`src/rtl/timer_uart_periph.sv`:
```
// Memory-mapped timer and UART mailbox on the MEM-stage peripheral bus.
// Reads are combinational. Writes, timer counting and the UART buffer
// update on the rising clock edge. irqout is driven only from registered state.
module timer_uart_periph #(
    parameter logic [31:0] TH_RST = 32'hFFFF_F000,
    parameter logic [31:0] TL_RST = 32'hFFFF_F000
) (
    input  logic        clk,
    input  logic        reset,
    input  logic        rd,
    input  logic        wr,
    input  logic [31:0] addr,
    input  logic [31:0] wdata,
    output logic [31:0] rdata,
    output logic        irqout,
    input  logic        RX_STATUS,
    input  logic [7:0]  RX_DATA,
    input  logic        TX_STATUS,
    output logic        TX_EN,
    output logic [7:0]  TX_DATA
);

    // Word offsets decoded from addr[5:2]
    localparam logic [3:0] OFF_TH   = 4'd0;
    localparam logic [3:0] OFF_TL   = 4'd1;
    localparam logic [3:0] OFF_TCON = 4'd2;
    localparam logic [3:0] OFF_TXD  = 4'd6;
    localparam logic [3:0] OFF_RXD  = 4'd7;
    localparam logic [3:0] OFF_UCON = 4'd8;

    logic [31:0] th;
    logic [31:0] tl;
    logic        tcon_en;
    logic        tcon_irq_en;
    logic        tcon_irq_stat;
    logic [7:0]  rx_byte;
    logic        rx_valid;
    logic        rx_ovr;
    logic        rx_irq_en;
    logic        tx_pend;

    logic [3:0]  off;
    logic        wr_th;
    logic        wr_tl;
    logic        wr_tcon;
    logic        wr_txd;
    logic        wr_ucon;
    logic        rd_rxd;
    logic        tl_max;
    logic        timer_irq;
    logic        rx_overrun;
    logic        tx_busy;
    logic        tx_start;
    logic        unused_addr;

    assign off         = addr[5:2];
    assign unused_addr = ^{addr[31:6], addr[1:0]};

    assign wr_th   = wr && (off == OFF_TH);
    assign wr_tl   = wr && (off == OFF_TL);
    assign wr_tcon = wr && (off == OFF_TCON);
    assign wr_txd  = wr && (off == OFF_TXD);
    assign wr_ucon = wr && (off == OFF_UCON);
    assign rd_rxd  = rd && (off == OFF_RXD);

    // An overflow flagged in the same cycle as a TCON write must not be lost
    assign tl_max     = (tl == 32'hFFFF_FFFF);
    assign timer_irq  = tcon_en && tl_max && tcon_irq_en;

    // A byte arriving while the previous one is unread and not being read now is an overrun
    assign rx_overrun = RX_STATUS && rx_valid && !rd_rxd;

    // tx_pend covers the gap between our strobe and uart_tx raising its busy flag
    assign tx_busy    = TX_STATUS || tx_pend;
    assign tx_start   = wr_txd && !tx_busy;

    assign irqout = tcon_irq_stat || (rx_valid && rx_irq_en);

    // Combinational read mux; rd low or unmapped offsets return zero
    always_comb begin
        rdata = 32'd0;
        if (rd) begin
            case (off)
                OFF_TH:   rdata = th;
                OFF_TL:   rdata = tl;
                OFF_TCON: rdata = {29'd0, tcon_irq_stat, tcon_irq_en, tcon_en};
                OFF_RXD:  rdata = {24'd0, rx_byte};
                OFF_UCON: rdata = {28'd0, rx_irq_en, rx_ovr, rx_valid, tx_busy};
                default:  rdata = 32'd0;
            endcase
        end
    end

    // Timer registers: bus write to TL beats counting, overflow set beats TCON clear
    always_ff @(posedge clk) begin
        if (reset) begin
            th            <= TH_RST;
            tl            <= TL_RST;
            tcon_en       <= 1'b0;
            tcon_irq_en   <= 1'b0;
            tcon_irq_stat <= 1'b0;
        end else begin
            if (wr_th) begin
                th <= wdata;
            end
            if (wr_tl) begin
                tl <= wdata;
            end else if (tcon_en) begin
                tl <= tl_max ? th : tl + 32'd1;
            end
            if (wr_tcon) begin
                tcon_en     <= wdata[0];
                tcon_irq_en <= wdata[1];
            end
            if (timer_irq) begin
                tcon_irq_stat <= 1'b1;
            end else if (wr_tcon) begin
                tcon_irq_stat <= wdata[2];
            end
        end
    end

    // Receive mailbox: latest byte always kept, overrun sticky until written 1
    always_ff @(posedge clk) begin
        if (reset) begin
            rx_byte   <= 8'd0;
            rx_valid  <= 1'b0;
            rx_ovr    <= 1'b0;
            rx_irq_en <= 1'b0;
        end else begin
            if (RX_STATUS) begin
                rx_byte  <= RX_DATA;
                rx_valid <= 1'b1;
            end else if (rd_rxd) begin
                rx_valid <= 1'b0;
            end
            if (rx_overrun) begin
                rx_ovr <= 1'b1;
            end else if (wr_ucon && wdata[2]) begin
                rx_ovr <= 1'b0;
            end
            if (wr_ucon) begin
                rx_irq_en <= wdata[3];
            end
        end
    end

    // Transmit strobe: one-cycle TX_EN, writes while busy are dropped
    always_ff @(posedge clk) begin
        if (reset) begin
            TX_EN   <= 1'b0;
            TX_DATA <= 8'd0;
            tx_pend <= 1'b0;
        end else begin
            TX_EN <= tx_start;
            if (tx_start) begin
                TX_DATA <= wdata[7:0];
                tx_pend <= 1'b1;
            end else if (TX_STATUS) begin
                tx_pend <= 1'b0;
            end
        end
    end

endmodule

```
`config.mk`:
```
export PLATFORM = sky130hd
export DESIGN_NAME = timer_uart_periph
export DESIGN_NICKNAME = d
export VERILOG_FILES = /design/src/rtl/timer_uart_periph.sv
export SDC_FILE = /design/constraint.sdc
export NUM_CORES = 1
export LEC_CHECK = 0
export ABC_AREA = 1
export CAP_MARGIN = 20
export CORE_MARGIN = 2
export CORE_UTILIZATION = 52
export CTS_CLUSTER_DIAMETER = 80
export CTS_CLUSTER_SIZE = 8
export DETAILED_ROUTE_END_ITERATION = 8
export DONT_BUFFER_PORTS = 1
export HOLD_SLACK_MARGIN = 0.08
export PLACE_DENSITY = 0.7
export SLEW_MARGIN = 20
export SYNTH_ARGS = -nofsm -noshare
export SYNTH_HDL_FRONTEND = slang
export SYNTH_SLANG_ARGS = --single-unit
```
`constraint.sdc`:
```
create_clock -name clk -period 1.6 [get_ports clk]
set_clock_uncertainty 0.15 [all_clocks]
set_input_delay 0.32 -clock clk [delete_from_list [all_inputs] [get_ports clk]]
set_output_delay 0.32 -clock clk [all_outputs]
set_load 0.005 [all_outputs]
```
# Word level (Yosys, flattened, before mapping)
# Index checks and enable logic that the tools add are counted.
totals:
  wordCells: 55
  ff_bits: 88
classes:
  mux: 13
  eq_ne: 6
  addsub: 1
  n_reduce_logical: 23
op_table:
  columns: ["cell", "count"]
  rows:
  - ["32-bit case mux with 5 select lines", 1]
  - ["32-bit two-way mux", 4]
  - ["32-bit by 1-bit adder with 32-bit output (second input constant)", 1]
  - ["32-bit == test (second input constant)", 1]
  - ["1-bit logical AND", 13]
  - ["2-bit nonzero test", 5]
  - ["4-bit by 3-bit == test with 1-bit output (second input constant)", 2]
  - ["1-bit two-way mux", 8]
  - ["4-bit by 1-bit == test with 1-bit output (second input constant)", 1]
  - ["4-bit by 2-bit == test with 1-bit output (second input constant)", 1]
  - ["4-bit == test (second input constant)", 1]
  - ["4-bit zero test", 1]
  - ["1-bit zero test", 2]
  - ["1-bit logical OR", 2]

# Depth between registers and ports, before layout
depth:
  depth_word: 5
  depth_mapped: 11

# Worst setup path before layout
# No wires, ideal clock.
synth_path:
  kind: "register to register"
  startpoint: "register tl[1]"
  endpoint: "register tl[13]"
  path_slack_ns: -0.165
  period_less_slack_ns: 1.765
  setup_time_ns: 0.115
  stages_incl_launch_ff: 11
  arrival_ns: 1.500
  n_path_buf: 1
  cell_sequence: "dfxtp_1 ha_1 nand2_1 nor2_2 nand2_4 nor2_8 nand3_2 buf_6 or2_0 nand3_1 nand2_1"
synth_via:
  elab_chain_len: 4
synth_lines:
  columns: ["element", "line_no", "source"]
  rows:
  - ["from (decl)", "32", "logic [31:0] tl;"]
  - ["from (signal assigned)", "107", "tl <= wdata;"]
  - ["from (signal assigned)", "109", "tl <= tl_max ? th : tl + 32'd1;"]
  - ["32-bit by 1-bit adder with 32-bit output / 32-bit == test (equally long branches)", "109, 67", null]
  - ["32-bit two-way mux *", "109", null]
  - ["32-bit two-way mux *", "108", "end else if (tcon_en) begin"]
  - ["32-bit two-way mux *", "106", "if (wr_tl) begin"]
# Mark *: on every way between the ends. The rest lies on a longest branch, timed or not. The select of a mux whose other input is x is not followed.
# A chain may end at the register's enable or synchronous reset.

# Worst setup path after layout
layout_path:
  startpoint: "register tl[0]"
  endpoint: "register tl[22]"
# The elaborated chain is that of the path after synthesis.

==> run summary <==
Hold Path Class -> input pin to register
dpl cells -> 1045
core area -> 9820 sq um
Hold Fails Final Rpt -> 0
RSZ-0062 raised after global routing -> yes
Achievable Freq -> 543 MHz
final core occ -> 78.5%
most frequent cells in the layout -> nand2_1, buf_4, nor2_1
Mapped Cells -> 852
CTS root buffer -> clkbuf_8
Port Buf Inserts -> 0
CTS tree -> done
worst setup margin -> -0.242 ns
DR iter-0 viols -> 631
share of cells above drive strength 1 -> 29.7%
gp weighted congestion -> 0.953
cell taking the most area after synthesis -> dfxtp_1
initial core utilization -> 53.9%
synth unique cells -> 37
Max Cap Violations -> 0
Top cell by count, worst path -> nand2_4
Power per Cell Area -> 619 nW/um^2
status -> finished with violations
final count of negative-setup-slack endpoints -> 48
register area share after synthesis -> 33.3%
Routed wire per std cell -> 17.7 um
syn_area_per_cell -> 6.21 sq um
CP Cell Sequence -> ha_4, nand2_4, nor2_4, nand2_4, nor2_8, nand3_4, clkbuf_16, buf_6, nand3_2, nand3_1, nand2_1
Synth Net Count -> 931
global-route wire length before repair -> 30.3 mm
Leak -> 0.00342 uW
reg2reg setup slack -> -0.24 ns
initial antenna violation count -> 0
crit share post-route -> 115%
Worst-Skew Late Latency -> 0.38 ns
top cells by area, synth -> dfxtp_1, nand2_1, a21oi_1
R2R cell count -> 11
CTS buffer count -> 9
# clock sinks -> 88
drt drc -> 0
Crit path largest cell delay -> 0.37 ns
# rows -> 36
Slew @ Worst Pin -> 1.14 ns
Worst VDD drop -> 473 uV
drt total wl -> 20.1 mm
violated checks -> negative setup slack
post-detailed-route count of antenna-violating nets -> 0
worst setup path category -> register to register
first-pass iteration count of the detailed router -> 5
final net count -> 1076
post-detailed-placement half-perimeter wirelength -> 12.2 mm
overall die area -> 11000 sq um
Critical Path Fanout Max -> 8
grt ovf -> 0
Tot Pwr -> 4770 uW
IO Count -> 120
yosys warns -> 0
Placement Setup Slack -> -0.198 ns
Die X -> 105 um
crit start category -> register
Worst Path Arrival -> 2.03 ns
critical path capture point -> tl[22]$_SDFFE_PP1P_
Layout area overhead -> 45.6%
Avg Vias per Cell -> 5.78
vias in the first global route -> 6239
synthesized flop and latch total -> 88
critical path required time -> 1.78 ns
R2R Path End -> tl[22]$_SDFFE_PP1P_
Critical Path Start -> tl[0]$_SDFFE_PP0P_
FF-to-FF Start -> tl[0]$_SDFFE_PP0P_
H-tree levels -> 3
non-filler instance count after layout -> 1135
leading cell type in the layout, fill and taps excluded -> nand2_1
CP max stage cell -> dfxtp_2
Fin Hold WS -> 0.0903 ns
via count -> 6559
Crit. End Element -> register
Final Slew Violations -> 0
Slew HR -> 24.1%
Tmin final -> 1.84 ns
Die Span Y -> 105 um
# diodes -> 0
Mapped Area -> 5290 sq um
largest net degree at the start of global routing -> 67
top cell type's share of synthesized area -> 33.3%
Reg clk slew, reported paths -> 0.10 ns
Global Route Usage Sum -> 34.6%
maximum clock path buffer count -> 2
## metal layers
layer  share of wire (%)  vias to the layer above  track usage (%)
met1                  37                     3037             40.0
met4                 5.3                        0             20.4
li1                    -                     3040                -
met5                   0                        -                0
met3                 9.0                       95             6.18
met2                  49                      387             59.6
## cell usage after synthesis, drive strengths merged
cell type,n
inv,90
a31oi,2
nand4,9
o22ai,4
a211oi,1
dfxtp,88
xor2,9
or2,5
buf,18
nand3,72
xnor2,1
nor2,105
nand3b,1
clkinv,4
o211ai,3
clkbuf,18
a21oi,80
o21ai,81
o221ai,5
nand2,253
ha,1
nor3,1
o21bai,1
## metrics by stage
| step | setup TNS [ns] | area [sq um] |
|---|---|---|
| final | -5.50 | 7710 |
| after global routing | -8.67 | 7710 |
| after CTS | -3.90 | 7230 |
| after detailed placement | -5.82 | 6080 |
| after global placement | -2.96 | 6080 |
| after floorplan | -0.237 | 5330 |
## sequential cells by signal, summed over array words and instances, names as in the netlist, 8 cells and up
register and flops:
th 32, tl 32, rx_byte 8, TX_DATA 8
## cell families after synthesis
logic type	Yosys count	synth area share [%]
AO/OA/AOI/OAI	177	18.0
buffers and inverters	130	10.2
XOR/XNOR	10	1.65
adder cells (fa/ha/maj)	1	0.236
AND/OR/NAND/NOR	446	36.6
flip-flops	88	33.3
## what timing repair did
item | CTS | global route
hold endpoints to repair | 85 | 0
pin swaps | 24 | 32
gates resized for setup | 93 | 102
hold buffers | 45 | 0
setup endpoints to repair | 60 | 74
gates cloned | 3 | 1
buffers inserted | 19 | 9
## how the worst min path moves through the flow
stage / start / end / slack, ns / cells past startpoint
finish: TX_STATUS / tx_pend$_SDFFE_PP0P_ / 0.09 / 3
global route: TX_STATUS / tx_pend$_SDFFE_PP0P_ / 0.13 / 3
CTS: TX_STATUS / tx_pend$_SDFFE_PP0P_ / 0.08 / 3
detailed placement: reset / tl[2]$_SDFFE_PP0P_ / 0.24 / 1
global placement: reset / tl[2]$_SDFFE_PP0P_ / 0.24 / 1
floorplan: reset / th[22]$_SDFFE_PP1P_ / 0.27 / 2
## report_power, final
part | total, uW | internal (uW) | switching (uW)
clock | 1470 | 570 | 900
sequential | 2300 | 2260 | 46.8
combinational | 997 | 414 | 583
## area by class of cell
type                    count  area, sq um
clock buffers              10          128
clock inverters             6         47.5
fillers                   726         2110
inverters                  94          380
multi-input cells         635         3550
flip-flops and latches     88         1790
well taps                 133          166
repair buffers            169         1640
## critical path: cells and delay by family, from the launching register on
kind                     cells  cell delay, ns
adder cells (fa/ha/maj)      1            0.16
buffers and inverters        2            0.32
flip-flops                   1            0.37
AND/OR/NAND/NOR              8            0.79
No activity file was read; power rests on OpenSTA's default activity.
